<file path="config.mk">
export PLATFORM = sky130hd
export DESIGN_NAME = mac_pipe_acc
export DESIGN_NICKNAME = d
export VERILOG_FILES = /design/src/rtl/mac_pipe_acc.sv
export SDC_FILE = /design/constraint.sdc
export NUM_CORES = 1
export LEC_CHECK = 0
export ABC_AREA = 1
export ABC_CLOCK_PERIOD_IN_PS = 3300
export BUFFER_PORTS_ARGS = -buffer_cell sky130_fd_sc_hd__buf_2
export CORE_ASPECT_RATIO = 0.9
export CORE_MARGIN = 4
export CORE_UTILIZATION = 50
export DETAILED_ROUTE_END_ITERATION = 6
export PLACE_DENSITY = 0.67
export SLEW_MARGIN = 20
export SYNTH_ARGS = -nofsm -noshare
export SYNTH_HDL_FRONTEND = slang
export SYNTH_SLANG_ARGS = --single-unit
</file>
<file path="constraint.sdc">
create_clock -name clk -period 3.3 [get_ports clk]
set_clock_uncertainty 0.2 [all_clocks]
set_input_delay 0.66 -clock clk [delete_from_list [all_inputs] [get_ports clk]]
set_output_delay 0.66 -clock clk [all_outputs]
set_load 0.005 [all_outputs]
</file>
<file path="src/rtl/mac_pipe_acc.sv">
// ============================================================================
// Module      : mac_pipe_acc
// Description : Two-stage pipelined unsigned multiply-accumulate over
//               dot-product vectors with valid/ready handshake on both sides.
// Revision    : 1.0 - initial release
// ============================================================================
`default_nettype none

module mac_pipe_acc #(
  parameter int DW    = 4,
  parameter int ACC_W = 12,
  parameter int SAT   = 0
) (
  input  logic             clk,
  input  logic             rst,
  input  logic             in_valid,
  output logic             in_ready,
  input  logic [DW-1:0]    in_a,
  input  logic [DW-1:0]    in_b,
  input  logic [ACC_W-1:0] in_c,
  input  logic             in_first,
  input  logic             in_last,
  output logic             out_valid,
  input  logic             out_ready,
  output logic [ACC_W-1:0] out_result,
  output logic             out_cout
);

  localparam int c_PW = 2 * DW;

  if (ACC_W < c_PW) begin : g_bad_width
    $error("mac_pipe_acc: ACC_W must be at least 2*DW");
  end

  typedef enum logic [0:0] {
    ST_IDLE = 1'b0,
    ST_ACC  = 1'b1
  } state_t;

  state_t r_state;
  state_t w_state_nxt;

  logic             w_stall;
  logic             w_accept;
  logic             w_first_eff;
  logic [ACC_W-1:0] w_seed;
  logic [c_PW-1:0]  w_prod;

  // S1 registers
  logic             r_s1_valid;
  logic             r_s1_first;
  logic             r_s1_last;
  logic [ACC_W-1:0] r_s1_seed;
  logic [c_PW-1:0]  r_s1_prod;

  // S2 registers
  logic             r_s2_valid;
  logic             r_s2_last;
  logic [ACC_W-1:0] r_acc;
  logic             r_flag;

  // output registers
  logic             r_out_valid;
  logic [ACC_W-1:0] r_out_result;
  logic             r_out_cout;

  logic [ACC_W-1:0] w_base;
  logic [ACC_W:0]   w_sum;
  logic             w_carry;
  logic [ACC_W-1:0] w_acc_nxt;
  logic             w_flag_nxt;

  // The whole pipeline freezes while a finished result waits for the consumer.
  assign w_stall     = r_out_valid & ~out_ready;
  assign in_ready    = ~rst & ~w_stall;
  assign w_accept    = in_valid & in_ready;
  assign w_first_eff = in_first | (r_state == ST_IDLE);
  assign w_seed      = in_first ? in_c : '0;
  assign w_prod      = {{DW{1'b0}}, in_a} * {{DW{1'b0}}, in_b};

  always_ff @(posedge clk) begin
    if (rst) begin
      r_state <= ST_IDLE;
    end else if (!w_stall) begin
      r_state <= w_state_nxt;
    end
  end

  always_comb begin
    w_state_nxt = r_state;
    if (w_accept) begin
      w_state_nxt = in_last ? ST_IDLE : ST_ACC;
    end
  end

  always_ff @(posedge clk) begin
    if (rst) begin
      r_s1_valid <= 1'b0;
      r_s1_first <= 1'b0;
      r_s1_last  <= 1'b0;
      r_s1_seed  <= '0;
      r_s1_prod  <= '0;
    end else if (!w_stall) begin
      r_s1_valid <= w_accept;
      if (w_accept) begin
        r_s1_first <= w_first_eff;
        r_s1_last  <= in_last;
        r_s1_seed  <= w_seed;
        r_s1_prod  <= w_prod;
      end
    end
  end

  assign w_base     = r_s1_first ? r_s1_seed : r_acc;
  assign w_sum      = {1'b0, w_base} + {1'b0, ACC_W'(r_s1_prod)};
  assign w_carry    = w_sum[ACC_W];
  assign w_flag_nxt = w_carry | (~r_s1_first & r_flag);

  // Once saturated, any further non-zero product carries again, so the
  // accumulator stays pinned at all-ones until the vector ends.
  if (SAT != 0) begin : g_sat
    assign w_acc_nxt = w_carry ? '1 : w_sum[ACC_W-1:0];
  end else begin : g_wrap
    assign w_acc_nxt = w_sum[ACC_W-1:0];
  end

  always_ff @(posedge clk) begin
    if (rst) begin
      r_s2_valid <= 1'b0;
      r_s2_last  <= 1'b0;
      r_acc      <= '0;
      r_flag     <= 1'b0;
    end else if (!w_stall) begin
      r_s2_valid <= r_s1_valid;
      r_s2_last  <= r_s1_last;
      if (r_s1_valid) begin
        r_acc  <= w_acc_nxt;
        r_flag <= w_flag_nxt;
      end
    end
  end

  // Without a stall, a valid output is being taken this cycle, so it either
  // reloads from a completing vector or drops.
  always_ff @(posedge clk) begin
    if (rst) begin
      r_out_valid  <= 1'b0;
      r_out_result <= '0;
      r_out_cout   <= 1'b0;
    end else if (!w_stall) begin
      if (r_s2_valid && r_s2_last) begin
        r_out_valid  <= 1'b1;
        r_out_result <= r_acc;
        r_out_cout   <= r_flag;
      end else begin
        r_out_valid  <= 1'b0;
      end
    end
  end

  assign out_valid  = r_out_valid;
  assign out_result = r_out_result;
  assign out_cout   = r_out_cout;

endmodule

`default_nettype wire

</file>
# After elaboration in Yosys (flattened, before gate mapping)
# Cells that the tools add are included.
[classes]
n_addsub = 1
mul = 1
div_mod_pow = 0
order_cmp = 0
n_eq_ne = 0
shifts = 0
muxes = 4
bitwise = 11
n_reduce_logical = 4
[ops]
columns = ["op", "n"]
rows = [
  ["$mux W12", 2],
  ["$add A12 B8 Y13", 1],
  ["$mul A4 B4 Y8", 1],
  ["$reduce_and A2 Y1", 3],
  ["$not A1 Y1", 5],
  ["$and A1 B1 Y1", 4],
  ["$mux W1", 2],
  ["$or A1 B1 Y1", 2],
  ["$logic_and A1 B1 Y1", 1],
]
[word_totals]
reg_bits = 53
latch_bits = 0
ramBits = 0
mem_bits_ro = 0
inputBits = 26
out_inout_bits = 15
wordCells = 34
n_memories = 0

# Depth between registers and ports, before layout
# Gate-level depths: netlist (run 1).
[depth]
depth_word = 6
depth_mapped = 15
ltp_nobuf = 14

# Least setup slack after synthesis (run 1)
# OpenSTA, ideal clock, no wires.
[synth_path]
kind = "input to register"
startpoint = "input in_b[3]"
endpoint = "register r_s1_prod[6]"
setup_ns = 0.115
arrival_time_ns = 2.791
required_ns = 2.985
path_slack_ns = 0.193
stages = 10
path_buffers = 0
cell_sequence = "nand2_1 > fa_1 > inv_1 > fa_1 > inv_1 > fa_1 > o21ai_0 > xor2_1 > o21ai_0 > inv_1"
[synth_between]
elab_chain_len = 1
[synth_lines]
columns = ["item", "line_no", "source"]
rows = [
  ["start, declared", "19", "input logic [DW-1:0] in_b,"],
  ["$mul A4 B4 Y8", "79", "assign w_prod = {{DW{1'b0}}, in_a} * {{DW{1'b0}}, in_b};"],
  ["end signal, assigned", "109", "r_s1_prod <= w_prod;"],
  ["end, declared", "54", "logic [c_PW-1:0] r_s1_prod;"],
]
# No other way between the ends.
# A chain may end at the register's enable or synchronous reset.

# Worst setup path after layout (run 1)
# Same ends and word-level chain as after synthesis.

==> load_flow_metrics.sql, run 1 <==
INSERT INTO impl_metrics (metric_group, metric, value, unit) VALUES
('outcome', 'status', 'completed', ''),
('critical_path', 'ff2ff_setup_slack', '0.89', 'ns'),
('finish', 'nFillCells', '603', ''),
('routing', 'via_per_inst', '5.04', ''),
('sta', 'whs', '0.261', 'ns'),
('finish', 'seq_area', '1060', 'um2'),
('synth', 'synth_top_cell_by_area', 'dfxtp_1', ''),
('power_and_ir_drop', 'sequentialPowerShare', '49.0', '%'),
('synth', 'synth_largest_type_area_fraction', '34.0', '%'),
('global_route', 'grt_antenna_before_repair', '0', ''),
('power_and_ir_drop', 'power.ir.vdd_worst', '0.253', 'mV'),
('sta', 'clock.fmax', '0.337', 'GHz'),
('sta', 'maxSlewHeadroom', '58.8', '%'),
('critical_path', 'r2r-start', 'r_s1_first', ''),
('clocking', 'cts.hold.buffers_added', '0', ''),
('power_and_ir_drop', 'power.combinational.fraction', '19.5', '%'),
('finish', 'n_antenna_cell', '0', ''),
('sta', 'period_needed', '2.97', 'ns'),
('clocking', 'clk_latency', '0.31', 'ns'),
('synth', 'syn_area_per_cell', '7.39', 'um2'),
('critical_path', 'cp.arrival', '2.98', 'ns'),
('finish', 'multi_input_comb_area', '1680', 'um2'),
('routing', 'post_route_drc', '0', ''),
('synth', 'synth-seq-cells', '53', ''),
('finish', 'final-instance-count-excl-fill', '533', ''),
('critical_path', 'type_of_origin_of_the_critical_path', 'input port', ''),
('clocking', 'clk_pin_slew_worst_paths', '0.09', 'ns'),
('clocking', 'cts.root.buffer_cell', 'clkbuf_8', ''),
('power_and_ir_drop', 'cell_internal_pwr', '1.00', 'mW'),
('power_and_ir_drop', 'switching_share', '28.7', '%'),
('global_route', 'grt_util_met3', '2.81', '%'),
('sta', 'timing.final.hold_violations', '0', ''),
('synth', 'yosys-top-cells-area', 'dfxtp_1, nand2_1, ha_1, inv_1, o21ai_0', ''),
('place', 'gp_routability_congestion', '0.947', ''),
('power_and_ir_drop', 'power_density', '409', 'nW/um2'),
('synth', 'synth_enable_flop_cells', '0', ''),
('power_and_ir_drop', 'clockPowerShare', '31.5', '%'),
('clocking', 'cts-buffers-inserted', '5', ''),
('synth', 'netlist-cell-type-count', '37', ''),
('worst_hold_path', 'timing.hold.worst.start', 'r_state', ''),
('floorplanning', 'placement_rows', '27', ''),
('clocking', 'ctsLongestPathBuffers', '2', ''),
('sta', 'setup-violations-final', '0', ''),
('routing', 'drtAntennaViolNets', '0', ''),
('critical_path', 'timing.critical_path.required', '3.31', 'ns'),
('global_route', 'global_route.peak_usage_layer', 'met2', ''),
('clocking', 'cts_tree', 'yes', ''),
('worst_hold_path', 'timing.hold.worst.class', 'register to register', ''),
('global_route', 'grt_pass1_vias', '2554', ''),
('sta', 'worst-slew-pin-transition', '0.616', 'ns'),
('critical_path', 'worst-path-max-fanout', '2', ''),
('place', 'cell_count_post_placement', '525', ''),
('synth', 'synth.top_cells.by_count', 'nand2_1, inv_1, dfxtp_1', ''),
('synth', 'synth_most_common_cell', 'nand2_1', ''),
('finish', 'drive_gt1_share', '18.4', '%'),
('sta', 'rsz0062_at_grt', 'false', ''),
('finish', 'fin_util', '56.6', '%'),
('floorplanning', 'fp.dieW', '91.2', 'um'),
('routing', 'vias', '2687', ''),
('global_route', 'met2_usage', '28.7', '%'),
('routing', 'detail_route.first_pass.iterations', '4', ''),
('sta', 'ratio_of_final_minimum_period_to_clock_period', '89.9', '%'),
('clocking', 'h-tree-depth', '2', ''),
('routing', 'drtIter0Drc', '112', ''),
('synth', 'seq_area_frac_synth', '34.0', '%'),
('synth', 'postSynth.asyncResetShare', '0', '%'),
('place', 'port-buffer-count', '40', ''),
('clocking', 'cts_repair_resize_count', '0', ''),
('finish', 'nets', '511', ''),
('worst_hold_path', 'worst_case_hold_path_end_point', 'r_state', ''),
('synth', 'synth_warnings', '0', '');
-- critical path, stage by stage --
cell	delay [ns]
buf_2	0.09
nand2_1	0.08
fa_1	0.53
inv_1	0.05
fa_1	0.55
inv_1	0.06
fa_1	0.43
o21ai_0	0.23
xor2_1	0.09
o21ai_0	0.15
inv_1	0.05
-- cell families after synthesis --
| kind of cell | Yosys count | synth area share (%) |
|---|---|---|
| AOI/OAI and AO/OA | 86 | 17.1 |
| xor gates and xnor gates | 5 | 1.40 |
| adders and majority gates | 25 | 11.2 |
| buffers and inverters | 80 | 12.0 |
| DFF | 53 | 34.0 |
| and+or+nand+nor | 173 | 24.2 |
-- worst max-delay path by stage --
stage          startpoint  slack [ns]  cells after the start      endpoint
2_1_floorplan     in_b[3]        0.19                     10  r_s1_prod[6]
3_3_place_gp      in_b[3]        0.05                     11  r_s1_prod[6]
3_5_place_dp      in_b[3]       -0.02                     11  r_s1_prod[6]
4_1_cts           in_b[3]        0.32                     11  r_s1_prod[6]
5_1_grt           in_a[1]        0.19                     11  r_s1_prod[6]
6_report          in_b[3]        0.33                     11  r_s1_prod[6]
-- metal layers --
| layer | wire length [um] | up-vias |
|---|---|---|
| li1 | - | 1425 |
| met1 | 3290 | 1202 |
| met2 | 2770 | 52 |
| met3 | 275 | 8 |
| met4 | 104 | 0 |
| met5 | 0 | - |
-- through the flow --
step / instance area, um2 / worst slack, ns / TNS [ns] / power (mW)
after floorplan: 3120 / 0.193 / 0 / 0.911
after global placement: 3330 / 0.0502 / 0 / 0.973
after detailed placement: 3330 / -0.0178 / -0.0178 / 0.978
after CTS: 3440 / 0.319 / 0 / 1.42
after global routing: 3440 / 0.193 / 0 / 1.49
final: 3440 / 0.333 / 0 / 1.41
-- registers in the layout, summed over array words and instances, names as in the netlist, 8 cells and up --
register / cells
out_result: 12
r_acc: 12
r_s1_prod: 8
r_s1_seed: 12
-- layout make-up --
cell class	instances	share of cell area, %
clock buffer	6	2.11
clock inverter	2	1.13
inverter	65	7.37
multi-input combinational	289	48.9
sequential	53	30.8
tap	72	2.62
timing repair buffer	46	7.12
-- power by group through the flow --
stage | clock network, mW | registers [mW] | logic, mW
after detailed placement | 0 | 0.704 | 0.274
after floorplan | 0 | 0.699 | 0.212
after CTS | 0.457 | 0.689 | 0.276
after global routing | 0.482 | 0.693 | 0.320
final | 0.444 | 0.689 | 0.275
after global placement | 0 | 0.703 | 0.270
-- cell usage in the layout (no fill, tap or decap), types with 2 or more instances in the layout --
cell / synthesis / routed
xor2_1: 3 / 3
xnor2_1: 2 / 2
clkbuf_8: 0 / 5
o21ai_1: 2 / 2
inv_2: 3 / 3
nand2_2: 2 / 2
a211oi_2: 7 / 7
ha_1: 20 / 20
fa_1: 5 / 5
inv_4: 4 / 4
nand3_1: 25 / 25
a21oi_1: 30 / 30
nor2_1: 40 / 40
buf_2: 5 / 40
o211ai_2: 2 / 2
nand4_1: 4 / 4
buf_4: 2 / 6
nand2_4: 2 / 2
nand2_1: 93 / 93
inv_1: 58 / 58
a21oi_2: 7 / 7
dfxtp_1: 53 / 53
o21ai_0: 34 / 34
No activity file was read; power rests on OpenSTA's default activity.
==> inputs of run 2 (changes only) <==
BUFFER_PORTS_ARGS = unset   (was -buffer_cell sky130_fd_sc_hd__buf_2)
DONT_BUFFER_PORTS = 1   (was unset)
PLACE_DENSITY = 0.61   (was 0.67)
==> load_flow_metrics.sql, run 2 (synthesis results as in run 1) <==
INSERT INTO impl_metrics (metric_group, metric, value, unit) VALUES
('sta', 'ratio_of_final_minimum_period_to_clock_period', '86.6', '%'),
('clocking', 'clk_pin_slew_worst_paths', '0.10', 'ns'),
('sta', 'worst-slew-pin-transition', '0.607', 'ns'),
('clocking', 'cts_repair_resize_count', '0', ''),
('global_route', 'grt_antenna_before_repair', '0', ''),
('sta', 'period_needed', '2.86', 'ns'),
('critical_path', 'worstSetupEndpointType', 'register', ''),
('routing', 'finalWirelength', '6340', 'um'),
('run', 'max-cap-violations', '0', ''),
('clocking', 'ctsLongestPathBuffers', '2', ''),
('finish', 'area_delta_synth_final', '2.33', '%'),
('place', 'preCtsSetupSlack', '0.0939', 'ns'),
('critical_path', 'type_of_origin_of_the_critical_path', 'input port', ''),
('clocking', 'cts-buffers-inserted', '5', ''),
('routing', 'via_per_inst', '5.16', ''),
('floorplanning', 'die_area', '7570', 'um2'),
('finish', 'layout_common_cells', 'nand2_1, inv_1, dfxtp_1', ''),
('outcome', 'status', 'completed', ''),
('critical_path', 'criticalPathCategory', 'input port to register', ''),
('power_and_ir_drop', 'report.power.total', '1.29', 'mW'),
('clocking', 'cts.root.buffer_cell', 'clkbuf_8', ''),
('sta', 'clock.fmax', '0.350', 'GHz'),
('floorplanning', 'fp.dieW', '91.2', 'um'),
('finish', 'n_antenna_cell', '0', ''),
('routing', 'detail_route.first_pass.iterations', '4', ''),
('worst_hold_path', 'timing.hold.worst.class', 'input port to register', ''),
('finish', 'mostFrequentLayoutCell', 'nand2_1', ''),
('critical_path', 'timing.critical_path.required', '3.31', 'ns'),
('clocking', 'cts.hold.buffers_added', '0', ''),
('routing', 'post_route_drc', '0', ''),
('critical_path', 'worst-path-max-fanout', '4', ''),
('finish', 'nFillCells', '628', ''),
('place', 'cell_count_post_placement', '481', ''),
('sta', 'final_worst_path_setup_slack', '0.444', 'ns'),
('sta', 'timing.final.hold_violations', '0', ''),
('global_route', 'grt_max_degree', '33', ''),
('routing', 'vias', '2524', ''),
('sta', 'rsz0062_at_grt', 'false', ''),
('routing', 'drtAntennaViolNets', '0', ''),
('power_and_ir_drop', 'p_leak', '1.50', 'nW'),
('global_route', 'gr-usage-all-layers', '17.8', '%'),
('sta', 'maxSlewHeadroom', '59.4', '%'),
('power_and_ir_drop', 'power.ir.vdd_worst', '0.193', 'mV'),
('routing', 'wl_per_cell', '13.0', 'um'),
('clocking', 'clk_latency', '0.31', 'ns'),
('power_and_ir_drop', 'power_density', '406', 'nW/um2'),
('finish', 'drive_gt1_share', '9.83', '%'),
('finish', 'nets', '467', ''),
('sta', 'finalSetupTns', '0', 'ns'),
('place', 'port-buffer-count', '0', ''),
('floorplanning', 'effective_utilization_at_floorplan', '51.3', '%'),
('clocking', 'cts.sinks', '53', ''),
('global_route', 'global_route.overflow_total', '0', ''),
('floorplanning', 'die_height', '82.9', 'um'),
('global_route', 'grt_first_pass_wirelength', '11100', 'um'),
('routing', 'drtIter0Drc', '69', ''),
('critical_path', 'cp.arrival', '2.87', 'ns'),
('place', 'dp.final_hpwl', '4830', 'um'),
('floorplanning', 'fp.coreArea', '6080', 'um2'),
('clocking', 'cts_tree', 'yes', ''),
('floorplanning', 'pin_count', '41', ''),
('global_route', 'grt_pass1_vias', '2385', ''),
('sta', 'report.final.slew_viol_count', '0', ''),
('sta', 'setup-violations-final', '0', ''),
('clocking', 'h-tree-depth', '2', ''),
('clocking', 'postCtsSetupRepairBufs', '0', ''),
('floorplanning', 'placement_rows', '27', ''),
('place', 'gp_routability_congestion', '0.839', ''),
('finish', 'final-instance-count-excl-fill', '489', '');
## run 2: cell types whose count changed in the layout (fill, tap and decap cells not counted), sizes merged
cell / before / now
buf: 46 / 2
clkinvlp: 0 / 2
bufinv: 1 / 0
clkinv: 1 / 0
## run 2: critical path, stage by stage
cell	delay, ns
nand2_1	0.06
fa_1	0.53
inv_1	0.05
fa_1	0.55
inv_1	0.06
fa_1	0.45
o21ai_0	0.22
xor2_1	0.09
o21ai_0	0.14
inv_1	0.05
## run 2: final timing paths
kind,from,endpoint,slack (ns),cells after the start
max,in_b[3],r_s1_prod[6],0.44,10
min,rst,r_s1_last,0.21,1
max reg2reg,r_s1_first,r_acc[8],0.90,12
min reg2reg,r_state,r_state,0.26,2
## run 2: final cells by class
cell class	instances	area (um2)	area share (%)
clock buffer	6	72.6	2.27
clock inverter	2	15.0	0.471
inverter	65	254	7.96
multi-input combinational	289	1680	52.7
sequential	53	1060	33.3
tap	72	90.1	2.82
timing repair buffer	2	15.0	0.471
## run 2: layer usage
layer | share of wire [%] | routed length (um) | GRT usage [%] | vias up
met5 | 0 | 0 | 0 | -
met4 | 1.2 | 75 | 4.52 | 0
met3 | 5.3 | 333 | 4.17 | 6
met2 | 41 | 2600 | 26.8 | 49
met1 | 53 | 3330 | 25.7 | 1123
li1 | - | - | - | 1346
## run 2: metrics by stage
stage | cell area [um2] | hold WS [ns] | util, %
6_report | 3190 | 0.213 | 52.5
3_5_place_dp | 3100 | 0.249 | 51.0
5_1_grt | 3190 | 0.184 | 52.5
3_3_place_gp | 3100 | 0.239 | 51.0
4_1_cts | 3190 | 0.197 | 52.5
2_1_floorplan | 3120 | 0.228 | -
## run 2: power by group
group | switching (mW) | internal, mW | leakage (nW)
Combinational | 0.150 | 0.0910 | 1.03
Sequential | 0.0177 | 0.671 | 0.433
Clock | 0.215 | 0.150 | 0.0374
==> inputs of run 3 (changes only) <==
RECOVER_POWER = 100   (was unset)
==> load_flow_metrics.sql, run 3 (synthesis results as in run 1) <==
INSERT INTO impl_metrics (metric_group, metric, value, unit) VALUES
('sta', 'worst-slew-pin-transition', '1.66', 'ns'),
('global_route', 'global_route.overflow_total', '0', ''),
('critical_path', 'type_of_origin_of_the_critical_path', 'input port', ''),
('critical_path', 'cp.arrival', '2.86', 'ns'),
('floorplanning', 'die_area', '7570', 'um2'),
('power_and_ir_drop', 'power_density', '413', 'nW/um2'),
('critical_path', 'crit_slowest_cell', 'fa_1', ''),
('clocking', 'h-tree-depth', '2', ''),
('finish', 'seq_area', '1060', 'um2'),
('outcome', 'failing_checks', 'max-capacitance violations, max-slew violations', ''),
('critical_path', 'worstPathBufferInverterCount', '3', ''),
('sta', 'setup-violations-final', '0', ''),
('power_and_ir_drop', 'power.ir.vdd_worst', '0.192', 'mV'),
('finish', 'n_antenna_cell', '0', ''),
('place', 'dp.final_hpwl', '4830', 'um'),
('critical_path', 'cp_slowest_stage_delay', '0.55', 'ns'),
('clocking', 'cts.root.buffer_cell', 'clkbuf_8', ''),
('floorplanning', 'fp.dieW', '91.2', 'um'),
('global_route', 'grt_pass1_vias', '2385', ''),
('sta', 'period_needed', '2.86', 'ns'),
('finish', 'drive_gt1_share', '7.19', '%'),
('critical_path', 'path_cells', 'nand2_1 -> fa_1 -> inv_1 -> fa_1 -> inv_1 -> fa_1 -> o21ai_0 -> xor2_1 -> o21ai_0 -> inv_1', ''),
('routing', 'drtIter0Drc', '74', ''),
('finish', 'mostFrequentLayoutCell', 'nand2_1', ''),
('critical_path', 'reg2reg_depth', '6', ''),
('sta', 'clock.fmax', '0.350', 'GHz'),
('routing', 'drtAntennaViolNets', '0', ''),
('clocking', 'clk_pin_slew_worst_paths', '0.09', 'ns'),
('finish', 'nFillCells', '637', ''),
('critical_path', 'crit_family', 'adder cells', ''),
('critical_path', 'crit_path_end', 'r_s1_prod[6]', ''),
('critical_path', 'timing.critical_path.required', '3.31', 'ns'),
('finish', 'layout_common_cells', 'nand2_1, inv_1, dfxtp_1', ''),
('sta', 'rsz0062_at_grt', 'false', ''),
('sta', 'finalSetupTns', '0', 'ns'),
('routing', 'vias', '2518', ''),
('run', 'max-cap-violations', '1', ''),
('finish', 'multi_input_comb_area', '1620', 'um2'),
('finish', 'nets', '467', ''),
('critical_path', 'ff2ff_setup_slack', '0.74', 'ns'),
('sta', 'timing.final.hold_violations', '0', ''),
('floorplanning', 'placement_rows', '27', ''),
('clocking', 'cts_repair_resize_count', '0', ''),
('clocking', 'cts.hold.buffers_added', '0', ''),
('routing', 'post_route_drc', '0', ''),
('routing', 'finalWirelength', '6360', 'um'),
('global_route', 'grt_max_degree', '33', ''),
('sta', 'ratio_of_final_minimum_period_to_clock_period', '86.5', '%'),
('clocking', 'cts_tree', 'yes', ''),
('routing', 'wl_per_cell', '13.0', 'um'),
('sta', 'whs', '0.213', 'ns'),
('global_route', 'grt_antenna_before_repair', '0', ''),
('floorplanning', 'pin_count', '41', ''),
('critical_path', 'critical_path_cell_count', '10', ''),
('floorplanning', 'fp.coreArea', '6080', 'um2'),
('finish', 'area_delta_synth_final', '0.241', '%'),
('sta', 'maxSlewHeadroom', '-11.4', '%'),
('sta', 'report.final.slew_viol_count', '20', ''),
('power_and_ir_drop', 'report.power.total', '1.29', 'mW'),
('outcome', 'status', 'complete, but fails checks', ''),
('critical_path', 'worstSetupEndpointType', 'register', ''),
('clocking', 'cts-buffers-inserted', '5', ''),
('routing', 'detail_route.first_pass.iterations', '4', ''),
('clocking', 'ctsLongestPathBuffers', '2', ''),
('place', 'gp_routability_congestion', '0.839', ''),
('global_route', 'gr-usage-all-layers', '17.8', '%'),
('clocking', 'clk_latency', '0.31', 'ns'),
('power_and_ir_drop', 'p_leak', '1.48', 'nW'),
('global_route', 'grt_first_pass_wirelength', '11100', 'um'),
('floorplanning', 'die_height', '82.9', 'um'),
('critical_path', 'r2r-start', 'out_valid', ''),
('floorplanning', 'effective_utilization_at_floorplan', '51.3', '%'),
('critical_path', 'worst-path-max-fanout', '4', ''),
('critical_path', 'criticalPathCategory', 'input port to register', ''),
('place', 'port-buffer-count', '0', ''),
('critical_path', 'worstSetupStartpoint', 'in_b[3]', ''),
('worst_hold_path', 'timing.hold.worst.class', 'input port to register', ''),
('routing', 'via_per_inst', '5.15', ''),
('clocking', 'cts.sinks', '53', ''),
('critical_path', 'worst_reg2reg_path_endpoint', 'out_result[4]', ''),
('clocking', 'postCtsSetupRepairBufs', '0', '');
==> run 3: power breakdown <==
part / total (mW) / internal (mW) / switching, mW
Sequential: 0.688 / 0.671 / 0.0171
Clock: 0.366 / 0.150 / 0.216
Combinational: 0.235 / 0.0884 / 0.147
==> run 3: final cells by class <==
class                   count  share of cell area (%)
clock inverters             2                   0.480
repair buffers              2                   0.480
multi-input cells         289                    51.8
clock buffers               6                    2.32
inverters                  65                    8.05
well taps                  72                    2.88
flip-flops and latches     53                    33.9
==> run 3: how the worst min path moves through the flow <==
stage | startpoint | end | cells after the start
5_1_grt | rst | r_s1_first | 1
6_report | rst | r_s2_valid | 1
3_3_place_gp | r_state | r_state | 2
4_1_cts | rst | r_s1_last | 1
3_5_place_dp | r_state | r_state | 2
2_1_floorplan | r_state | r_state | 2
==> run 3: stage by stage <==
stage | cells | util, % | setup slack [ns] | area [um2]
final | 489 | 51.4 | 0.444 | 3130
after global placement | 481 | 51.0 | 0.124 | 3100
after floorplan | 422 | - | 0.193 | 3120
after global routing | 489 | 51.4 | 0.282 | 3130
after CTS | 489 | 52.5 | 0.431 | 3190
after detailed placement | 481 | 51.0 | 0.0939 | 3100
==> run 3: metal layers <==
layer  up-vias  share of wire, %  track usage [%]
li1       1345                 -                -
met2        53                41             26.8
met3         6               5.1             4.17
met1      1114                53             25.7
met4         0               1.2             4.52
met5         -                 0                0
